$ cat config.mk
export PLATFORM = sky130hd
export DESIGN_NAME = approx_mac_accum
export DESIGN_NICKNAME = d
export VERILOG_FILES = /design/src/rtl/approx_mac_accum.sv
export SDC_FILE = /design/constraint.sdc
export NUM_CORES = 1
export LEC_CHECK = 0
export CAP_MARGIN = 20
export CORE_MARGIN = 3
export CORE_UTILIZATION = 55
export DETAILED_ROUTE_END_ITERATION = 6
export PLACE_DENSITY = 0.85
export SYNTH_ARGS = -nofsm -noshare
export SYNTH_HDL_FRONTEND = slang
export SYNTH_SLANG_ARGS = --single-unit
$ cat constraint.sdc
create_clock -name clk -period 8.17 [get_ports clk]
set_clock_uncertainty 0.2 [all_clocks]
set_input_delay 1.2255 -clock clk [delete_from_list [all_inputs] [get_ports clk]]
set_output_delay 1.2255 -clock clk [all_outputs]
set_load 0.02 [all_outputs]
$ cat src/rtl/approx_mac_accum.sv
// Frame accumulator for approximate-multiplier products: sums FRAME_LEN products with saturation.
// Result valid 1 cycle after the last transfer; holds until out_ready, input stalls freely on in_valid.
module approx_mac_accum #(
   parameter int FRAME_LEN = 8,
   parameter int ACC_W     = 24
) (
   input  logic             clk,
   input  logic             rst,
   input  logic             start,
   input  logic             abort,
   input  logic             in_valid,
   output logic             in_ready,
   input  logic [15:0]      product,
   output logic             out_valid,
   input  logic             out_ready,
   output logic [ACC_W-1:0] acc_out,
   output logic             overflow,
   output logic             busy
);

   typedef enum logic [1:0] {
      IDLE  = 2'd0,
      ACCUM = 2'd1,
      HOLD  = 2'd2
   } state_t;

   localparam logic [7:0] LAST_IDX = 8'(FRAME_LEN - 1);

   state_t           state, state_nxt;
   logic [ACC_W-1:0] acc, acc_nxt;
   logic [7:0]       count, count_nxt;
   logic             ovf, ovf_nxt;
   logic [ACC_W:0]   sum;
   logic             sat;

   // One spare bit catches the carry that triggers saturation.
   assign sum = {1'b0, acc} + {{(ACC_W + 1 - 16){1'b0}}, product};
   assign sat = sum[ACC_W];

   always_comb begin
      state_nxt = state;
      acc_nxt   = acc;
      count_nxt = count;
      ovf_nxt   = ovf;
      in_ready  = 1'b0;
      out_valid = 1'b0;
      busy      = 1'b0;

      case (state)
         IDLE: begin
            if (start) begin
               state_nxt = ACCUM;
               acc_nxt   = '0;
               count_nxt = '0;
               ovf_nxt   = 1'b0;
            end
         end
         ACCUM: begin
            in_ready = 1'b1;
            busy     = 1'b1;
            if (in_valid) begin
               acc_nxt   = sat ? '1 : sum[ACC_W-1:0];
               ovf_nxt   = ovf | sat;
               count_nxt = count + 8'd1;
               if (count == LAST_IDX) begin
                  state_nxt = HOLD;
               end
            end
         end
         HOLD: begin
            out_valid = 1'b1;
            busy      = 1'b1;
            if (out_ready) begin
               state_nxt = IDLE;
            end
         end
         default: begin
            state_nxt = IDLE;
         end
      endcase

      // Cancel wins over everything; the register values stay as they were.
      if (abort) begin
         state_nxt = IDLE;
         acc_nxt   = acc;
         count_nxt = count;
         ovf_nxt   = ovf;
      end
   end

   always_ff @(posedge clk) begin
      if (rst) begin
         state <= IDLE;
         acc   <= '0;
         count <= '0;
         ovf   <= 1'b0;
      end else begin
         state <= state_nxt;
         acc   <= acc_nxt;
         count <= count_nxt;
         ovf   <= ovf_nxt;
      end
   end

   assign acc_out  = acc;
   assign overflow = ovf;

endmodule
==> results of run 1 <==
flip-flops by register name, indices dropped and copies added, names as in the netlist:
signal,flops
acc_out,24
count,8
state,2
overflow,1
metal layers:
metal	wire length [µm]	vias to the layer above	global-route usage, %
met2	2470	74	37.7
met4	102	0	9.39
met3	353	12	5.82
met5	0	-	0
met1	2760	1051	32.6
li1	-	1175	-
power by group through the flow:
stage / combinational, mW / sequential (mW) / clock [mW]
finish: 0.0633 / 0.174 / 0.160
global placement: 0.0620 / 0.178 / 0
floorplan: 0.0395 / 0.179 / 0
detailed placement: 0.0623 / 0.178 / 0
CTS: 0.0631 / 0.174 / 0.164
global route: 0.0701 / 0.174 / 0.169
cell families after synthesis:
family                   synth area share (%)
buffers and inverters                    4.09
multiplexers                             1.73
AND/OR/NAND/NOR                          23.7
adder cells (fa/ha/maj)                  11.3
flip-flops                               29.3
XOR/XNOR                                 6.60
AO/OA/AOI/OAI                            23.3
worst max path at each step:
stage,from,end,cells past startpoint
2_1_floorplan,product[0],acc_out[18]$_SDFFE_PP0P_,9
3_3_place_gp,product[0],acc_out[18]$_SDFFE_PP0P_,10
3_5_place_dp,product[0],acc_out[18]$_SDFFE_PP0P_,10
4_1_cts,product[0],acc_out[18]$_SDFFE_PP0P_,10
5_1_grt,product[0],acc_out[18]$_SDFFE_PP0P_,10
6_report,product[0],acc_out[18]$_SDFFE_PP0P_,10
area by class of cell:
class	instances	share of cell area, %
timing repair buffer	50	16.7
sequential	35	23.4
clock buffer	5	2.30
inverter	7	0.879
clock inverter	3	1.46
tap	50	2.09
multi-input combinational	245	53.2
placed cells by master, fill, tap and decap left out, drive strengths merged, types with 6 or more instances in the layout:
cell type / synthesis / routed
a211oi: 6 / 6
a21o: 9 / 9
a21oi: 26 / 26
clkdlybuf4s50: 0 / 49
dfxtp: 35 / 35
ha: 20 / 20
inv: 7 / 7
nand2: 32 / 32
nand3: 15 / 15
nand4: 7 / 7
nor2: 35 / 35
o21ai: 26 / 26
xnor2: 8 / 8
xor2: 10 / 10
stage by stage:
stage	hold slack, ns	std cells
floorplan	0.243	301
global placement	0.254	387
detailed placement	0.258	387
CTS	0.270	395
global route	0.283	395
finish	0.266	395
tightest hold or removal path, cell delays in order (launching register included):
cell and delay (ns):
dfxtp_1 0.33, nand2_1 0.05, o21ai_1 0.05
==> run metrics, run 1 <==
RSZ-0062 raised after global routing no; setup ws final 4.30 ns; Synth Cell Area 2390 µm²; cells after synthesis 301; CTS hold repair buffers 0; net switching power 106 µW; post-DP HPWL 4120 µm; fin crit period 3.87 ns; final setup violation count 0; CTS buffer count 5; Max Slew Vio Count 0; worst-case vdd ir drop 0.0000835 V; Port Buffers 49; Pwr Total 397 µW; setup bufs post-CTS 0; Pre-Repair DR Iteration Count 4; TritonCTS clock tree built; syn nets 344; final net count 387; root buf cell clkbuf_8; post-synth cell types 48; WL final 5690 µm; vias per cell 5.85; crit end category register; final hold viol count 0; PD cells 133 nW/µm²; worst r2r path cells 7; core area 4090 µm²; post_cts resized 0; crit path launch type input pin; H-tree depth 2; fraction of layout cells with a size suffix above 1 5.51%; fin util 73.2%; multi-input logic area 1590 µm²; CP delay by family, top compound AO/OA/AOI/OAI gates; Synth area leader dfxtp_1; sequential power share 43.7%; Switching Fraction 26.6%; post-synth top area share 29.3%; leak pwr 1.18 nW; Max Cap Viol 0; fillers 349; Area after DPL 2880 µm²; crit path DAT 3.85 ns; status finished clean; via count 2312; grt ovf 0; buffers and inverters on the worst path 1; Worst-Margin Slew 1.02 ns; Clk network pwr share 40.3%; Hold EP acc_out[3]$_SDFFE_PP0P_; n_diodes 0; pin count of the biggest net entering global routing 20; worst hold stages 2; dominant synthesized flop cell dfxtp_1; Site Rows 23; routed length per instance 14.4 µm; Reg clk slew, reported paths 0.08 ns; reg2reg setup slack 5.21 ns; worst hold start acc_out[3]$_SDFFE_PP0P_; CP max FO 4; synth warn 0; DRC errors left 0; slowest cell on the critical path clkdlybuf4s50_1; commonest cells in the netlist dfxtp_1 (35), nor2_1 (35), nand2_1 (32), a21oi_1 (25), ha_1 (20); asr flop ratio synth 0%; vias in the first global route 2319; pre-CTS setup slack 4.04 ns; worst r2r src state[1]$_SDFFE_PP0P_; most area-consuming cells after synthesis dfxtp_1 (29%), ha_1 (10%), nor2_1 (5.5%); fin area 2990 µm²; Worst Path Required 8.15 ns; CTS Buffer Depth 2; Clock Latency Late Sink 0.29 ns; Die Area 5170 µm²; Syn Area/Cell 7.94 µm²; All-Layer GR Usage 24.3%; Routed Antenna Nets 0; Internal Power 292 µW; Hold Crit Class reg -> reg; Placer Congestion 0.841; Ports 50; post-synthesis sequential area ratio 29.3%; setup_tns 0 ns; chip width 71.9 µm; flip-flop and latch area 701 µm²; area growth from synthesis to layout 25.2%; die height 71.9 µm; cells along the critical path clkdlybuf4s50_1 -> ha_1 -> fa_1 -> a211oi_1 -> nor4_1 -> a31oi_1 -> a31o_2 -> nand2_1 -> nand4_1 -> mux2_2; FMAX 259 MHz; critical path type in -> reg; EDFF count, synth 0; Final Cycle Share 47.3%; initial antenna violation count 0; critical path's largest stage delay 0.44 ns; synthesis-stage register bit count 35; Starting DRT DRC Count 190; clock sinks 35; Logic pwr share 15.9%; starting density of the core 58.5%; global-route wire length before repair 10300 µm; worst r2r dst acc_out[18]$_SDFFE_PP0P_; Rel. slew slack 31.9%
No activity file was read; power rests on OpenSTA's default activity.
==> run 2, diff against run 1 <==
CORE_UTILIZATION = 51   (was 55)
PLACE_DENSITY = 0.8   (was 0.85)
clock period = 3.8 ns   (was 8.17 ns; I/O delays follow)
==> run 2 against run 1 <==
  * Sequential cell count did not move
  * Wire length fell by 0.35%
  * Largest power group unchanged
  * Clock-buffer cell count did not move
  * Critical endpoint unchanged
  * Cell count rose by 1.3%
  * Cell area barely moved
==> run metrics, run 2 (synthesized netlist as in run 1, its figures left out) <==
worst r2r src acc_out[0]$_SDFFE_PP0P_; critical path type in -> reg; Clock Latency Late Sink 0.29 ns (about the same); leak pwr 1.18 nW (-0.30%); worst r2r path cells 9 (+2); setup bufs post-CTS 0 (unchanged); via count 2291 (-0.91%); CTS Buffer Depth 2 (unchanged); Placer Congestion 0.845 (+0.52%); routed length per instance 14.2 µm (-1.6%); post-DP HPWL 4160 µm (+1.1%); crit end category register; CTS hold repair buffers 0 (unchanged); starting density of the core 53.7% (-4.7 points); worst r2r dst acc_out[18]$_SDFFE_PP0P_; fraction of layout cells with a size suffix above 1 6.32% (+0.81 points); worst hold start acc_out[4]$_SDFFE_PP0P_; PD cells 264 nW/µm² (+99%); vias in the first global route 2128 (-8.2%); critical path's largest stage delay 0.42 ns (-0.02 ns); Hold Crit Class reg -> reg; Starting DRT DRC Count 184 (-3.2%); final hold viol count 0 (unchanged); cells along the critical path clkdlybuf4s50_1 -> ha_1 -> fa_1 -> a211oi_1 -> nor4_1 -> a31oi_1 -> a31o_2 -> nand2_1 -> nand4_1 -> mux2_2; Worst-Margin Slew 0.792 ns (-0.226 ns); status finished clean; Area after DPL 2900 µm² (+0.61%); worst-case vdd ir drop 0.000159 V (+91%); final net count 390 (+0.78%); fin util 67.3% (-5.9 points); fin crit period 3.20 ns; area growth from synthesis to layout 25.2% (about the same); initial antenna violation count 0 (unchanged); grt ovf 0 (unchanged); Pre-Repair DR Iteration Count 4 (unchanged); Final Cycle Share 84.3%; clock sinks 35 (unchanged); worst hold stages 2 (unchanged); most common cell after layout, fill and taps aside clkdlybuf4s50_1; Die Area 5540 µm² (+7.2%); crit path launch type input pin; DRC errors left 0 (unchanged); CTS buffer count 5 (unchanged); Rel. slew slack 47.0% (+15 points); Max Slew Vio Count 0 (unchanged); WL final 5670 µm (-0.35%); final setup violation count 0 (unchanged); H-tree depth 2 (unchanged); Routed Antenna Nets 0 (unchanged); chip width 74.4 µm (+3.5%); RSZ-0062 raised after global routing no; commonest cells after routing, fill and taps aside clkdlybuf4s50_1 (49), nor2_1 (35), dfxtp_1 (35); Placed Instances 391 (+1.0%); die height 74.4 µm (+3.5%); global-route wire length before repair 9520 µm (-7.6%); vias per cell 5.73 (-2.1%); Reg clk slew, reported paths 0.08 ns (about the same); pin count of the biggest net entering global routing 20 (unchanged); Port Buffers 49 (unchanged); Hold EP acc_out[4]$_SDFFE_PP0P_; max reg flops 24 (unchanged); TritonCTS clock tree built; slowest cell on the critical path clkdlybuf4s50_1; CP max FO 4 (unchanged); fin area 2990 µm² (about the same); setup_tns 0 ns (unchanged); post_cts resized 0 (unchanged); All-Layer GR Usage 21.7% (-2.6 points); root buf cell clkbuf_8; Final Non-Filler Cells 400 (+1.3%); Max Cap Viol 0 (unchanged); crit path DAT 3.18 ns (-0.67 ns); core area 4440 µm² (+8.8%); Ports 50 (unchanged); n_diodes 0 (unchanged); reg2reg setup slack 0.96 ns (-4.25 ns); Site Rows 24 (+4.3%); Worst Path Required 3.78 ns (-4.37 ns); FMAX 312 MHz
-- run 2: cell types whose count changed in the layout (fill, tap and decap cells not counted) --
| cell | previous run | this run |
|---|---|---|
| buf_4 | 1 | 4 |
| bufinv_16 | 1 | 0 |
| clkinv_4 | 1 | 0 |
| clkinvlp_4 | 0 | 2 |
-- run 2: layout make-up --
cell class,count,area [µm²]
timing repair buffer,53,520
inverter,7,26.3
multi-input combinational,245,1590
sequential,35,701
clock inverter,3,20.0
clock buffer,5,68.8
tap,52,65.1
fill,404,1450
-- run 2: how the worst max path moves through the flow --
stage	start	endpoint	slack (ns)	cells after the start
4_1_cts	product[0]	acc_out[18]$_SDFFE_PP0P_	0.61	10
3_3_place_gp	product[0]	acc_out[18]$_SDFFE_PP0P_	0.39	10
5_1_grt	product[0]	acc_out[18]$_SDFFE_PP0P_	0.47	10
2_1_floorplan	product[0]	acc_out[18]$_SDFFE_PP0P_	0.97	9
3_5_place_dp	product[0]	acc_out[18]$_SDFFE_PP0P_	0.32	10
6_report	product[0]	acc_out[18]$_SDFFE_PP0P_	0.60	10
-- run 2: metrics by stage --
stage	hold slack, ns	setup WS (ns)	total power, mW
6_report	0.264	0.595	0.790
5_1_grt	0.291	0.473	0.825
4_1_cts	0.269	0.615	0.795
3_5_place_dp	0.258	0.318	0.519
3_3_place_gp	0.252	0.393	0.518
2_1_floorplan	0.243	0.972	0.470
-- run 2: worst max-delay path: cells and delay by family --
family                     cells  cell delay, ns
muxes                          1            0.34
buffers and inverters          1            0.42
AOI/OAI and AO/OA              3            0.84
and+or+nand+nor                3            0.36
adders and majority gates      2            0.65
-- run 2: routing by layer --
layer	track usage (%)	vias up	part of all wire [%]	wire length (µm)
met5	0	-	0	0
met4	7.71	0	1.0	57
met3	5.00	4	6.8	384
met2	33.3	71	44	2510
met1	29.8	1034	48	2720
li1	-	1182	-	-
-- run 2: report_power, final --
group | total, mW | switching, mW | leakage [nW] | internal, mW
sequential | 0.374 | 0.00333 | 0.282 | 0.370
combinational | 0.139 | 0.0754 | 0.857 | 0.0639
clock | 0.277 | 0.149 | 0.0402 | 0.128
==> run 3, diff against run 2 <==
CORE_UTILIZATION = 46   (was 51)
PLACE_DENSITY = 0.76   (was 0.8)
clock period = 2.9 ns   (was 3.8 ns; I/O delays follow)
==> run 3 against run 2 <==
  * Combinational power increased by 53%
  * Global-route usage is 0.51 points lower
  * Critical path depth unchanged
  * Register-to-register slack worse by 0.74 ns
  * Cell area grew 11%
  * Sequential cell count unchanged
  * Total power up 47%
==> run metrics, run 3 (synthesized netlist as in run 1, its figures left out) <==
status finished clean; worst hold start acc_out[3]$_SDFFE_PP0P_; routed length per instance 13.9 µm (-2.0%); reg2reg setup slack 0.22 ns (-0.74 ns); Max Slew Vio Count 0 (unchanged); WL final 6230 µm (+10%); Starting DRT DRC Count 153 (-17%); global-route wire length before repair 10600 µm (+12%); Ports 50 (unchanged); Pre-Repair DR Iteration Count 4 (unchanged); critical path's largest stage delay 0.44 ns (+0.02 ns); worst r2r dst acc_out[18]$_SDFFE_PP0P_; Worst Path Required 2.93 ns (-0.85 ns); final hold viol count 0 (unchanged); FMAX 367 MHz; flip-flop and latch area 701 µm² (unchanged); CTS Buffer Depth 2 (unchanged); Port Buffers 49 (unchanged); worst r2r src acc_out[0]$_SDFFE_PP0P_; CP max FO 15 (+11); area growth from synthesis to layout 39.1%; Pwr Total 1.16 mW (+47%); via count 2467 (+7.7%); setup_tns 0 ns (unchanged); All-Layer GR Usage 21.2% (-0.51 points); final net count 424 (+8.7%); final setup violation count 0 (unchanged); vias in the first global route 2353 (+11%); Logic pwr share 18.4% (+0.8 points); Rel. slew slack 59.7% (+13 points); Hold EP acc_out[3]$_SDFFE_PP0P_; initial antenna violation count 0 (unchanged); buffers and inverters on the worst path 2 (+1); max reg flops 24 (unchanged); PD cells 348 nW/µm² (+32%); Reg clk slew, reported paths 0.08 ns (about the same); WHS 0.272 ns (+0.00818 ns); Internal Power 846 µW (+51%); sequential power share 42.3% (-5.0 points); Site Rows 25 (+4.2%); root buf cell clkbuf_8; DRC errors left 0 (unchanged); net switching power 312 µW (+37%); crit path DAT 2.76 ns (-0.42 ns); TritonCTS clock tree built; worst hold stages 2 (unchanged); Die Area 6090 µm² (+10%); pin count of the biggest net entering global routing 16 (-20%); Placer Congestion 0.860 (+1.8%); multi-input logic area 1620 µm² (+1.7%); chip width 78.1 µm (+4.9%); Clk network pwr share 39.4% (+4.4 points); Worst-Margin Slew 0.602 ns (-0.190 ns); Max Cap Viol 0 (unchanged); cells along the critical path clkdlybuf4s50_1 -> ha_1 -> a211oi_2 -> buf_4 -> nor4_1 -> a31oi_1 -> a31o_2 -> a21oi_4 -> nor2_1 -> o21ai_1; vias per cell 5.49 (-4.1%); fin crit period 2.73 ns; grt ovf 0 (unchanged); Clock Latency Late Sink 0.30 ns (about the same); Final Cycle Share 94.1%; H-tree depth 2 (unchanged); most common cell after layout, fill and taps aside clkdlybuf4s50_1; CTS buffer count 5 (unchanged); post-DP HPWL 4700 µm (+13%); crit path launch type input pin; worst-case vdd ir drop 0.000209 V (+31%); Routed Antenna Nets 0 (unchanged); die height 78.1 µm (+4.9%); fin util 68.1% (+0.79 points); clock sinks 35 (unchanged); fillers 439 (+8.7%); RSZ-0062 raised after global routing no; Switching Fraction 27.0% (-1.9 points); core area 4880 µm² (+9.8%); Hold Crit Class reg -> reg; leak pwr 1.37 nW (+16%); crit end category register; fraction of layout cells with a size suffix above 1 16.0% (+9.6 points); Area after DPL 3150 µm² (+8.7%); commonest cells after routing, fill and taps aside clkdlybuf4s50_1 (48), buf_4 (37), nor2_1 (35), dfxtp_1 (35), nand2_1 (31); worst r2r path cells 10 (+1); starting density of the core 48.9% (-4.8 points); fin area 3320 µm² (+11%); n_diodes 0 (unchanged); CP delay by family, top compound AO/OA/AOI/OAI gates; critical path type in -> reg; slowest cell on the critical path clkdlybuf4s50_1
## run 3: cell types whose count changed in the layout (fill, tap and decap cells not counted), sizes merged
| cell | previous run | this run |
|---|---|---|
| buf | 4 | 38 |
| bufinv | 0 | 1 |
| clkdlybuf4s50 | 49 | 48 |
| clkinv | 1 | 2 |
| clkinvlp | 2 | 0 |
| dlymetal6s2s | 0 | 1 |
## run 3: cell type report
cell class	instances	area share [%]
clock inverter	3	1.32
inverter	7	0.791
clock buffer	5	2.07
multi-input combinational	245	48.7
timing repair buffer	87	23.5
sequential	35	21.1
tap	67	2.52
## run 3: layer usage
metal	vias up	routed length (µm)	GRT usage [%]	part of all wire (%)
met3	6	318	4.59	5.1
met5	-	0	0	0
li1	1246	-	-	-
met4	0	55	6.64	0.88
met1	1147	2970	28.4	48
met2	68	2890	34.0	46
## run 3: timing repair
item / 4_1_cts / 5_1_grt
gates resized for setup: 4 / 3
hold endpoints to repair: 0 / 0
hold buffers: 0 / 0
pin swaps: 0 / 4
setup endpoints to repair: 23 / 25
setup buffers: 1 / 2
gates cloned: 0 / 0
## run 3: power by group through the flow
stage	registers, mW	logic [mW]	clock network [mW]
final	0.490	0.213	0.456
after global routing	0.491	0.233	0.481
after CTS	0.490	0.209	0.468
after global placement	0.501	0.203	0
after floorplan	0.504	0.111	0
after detailed placement	0.501	0.206	0
## run 3: worst max-delay path by stage
stage                     from                       end  slack, ns  cells after the start
global placement    product[0]  acc_out[18]$_SDFFE_PP0P_      -0.29                     11
finish              product[2]   acc_out[4]$_SDFFE_PP0P_       0.17                     10
global route        product[3]  acc_out[23]$_SDFFE_PP0P_       0.02                     10
detailed placement  product[0]  acc_out[12]$_SDFFE_PP0P_      -0.39                     11
CTS                 product[0]  acc_out[18]$_SDFFE_PP0P_       0.02                     11
floorplan           product[0]  acc_out[18]$_SDFFE_PP0P_       0.21                      9
## run 3: tightest hold or removal path, cell delays in order (launching register included)
cell     delay (ns)
dfxtp_1        0.33
nand2_1        0.05
o21ai_1        0.05
## run 3: through the flow
stage	setup WS (ns)	instances
3_5_place_dp	-0.387	437
5_1_grt	0.0170	449
6_report	0.172	449
4_1_cts	0.0181	446
2_1_floorplan	0.207	301
3_3_place_gp	-0.286	437
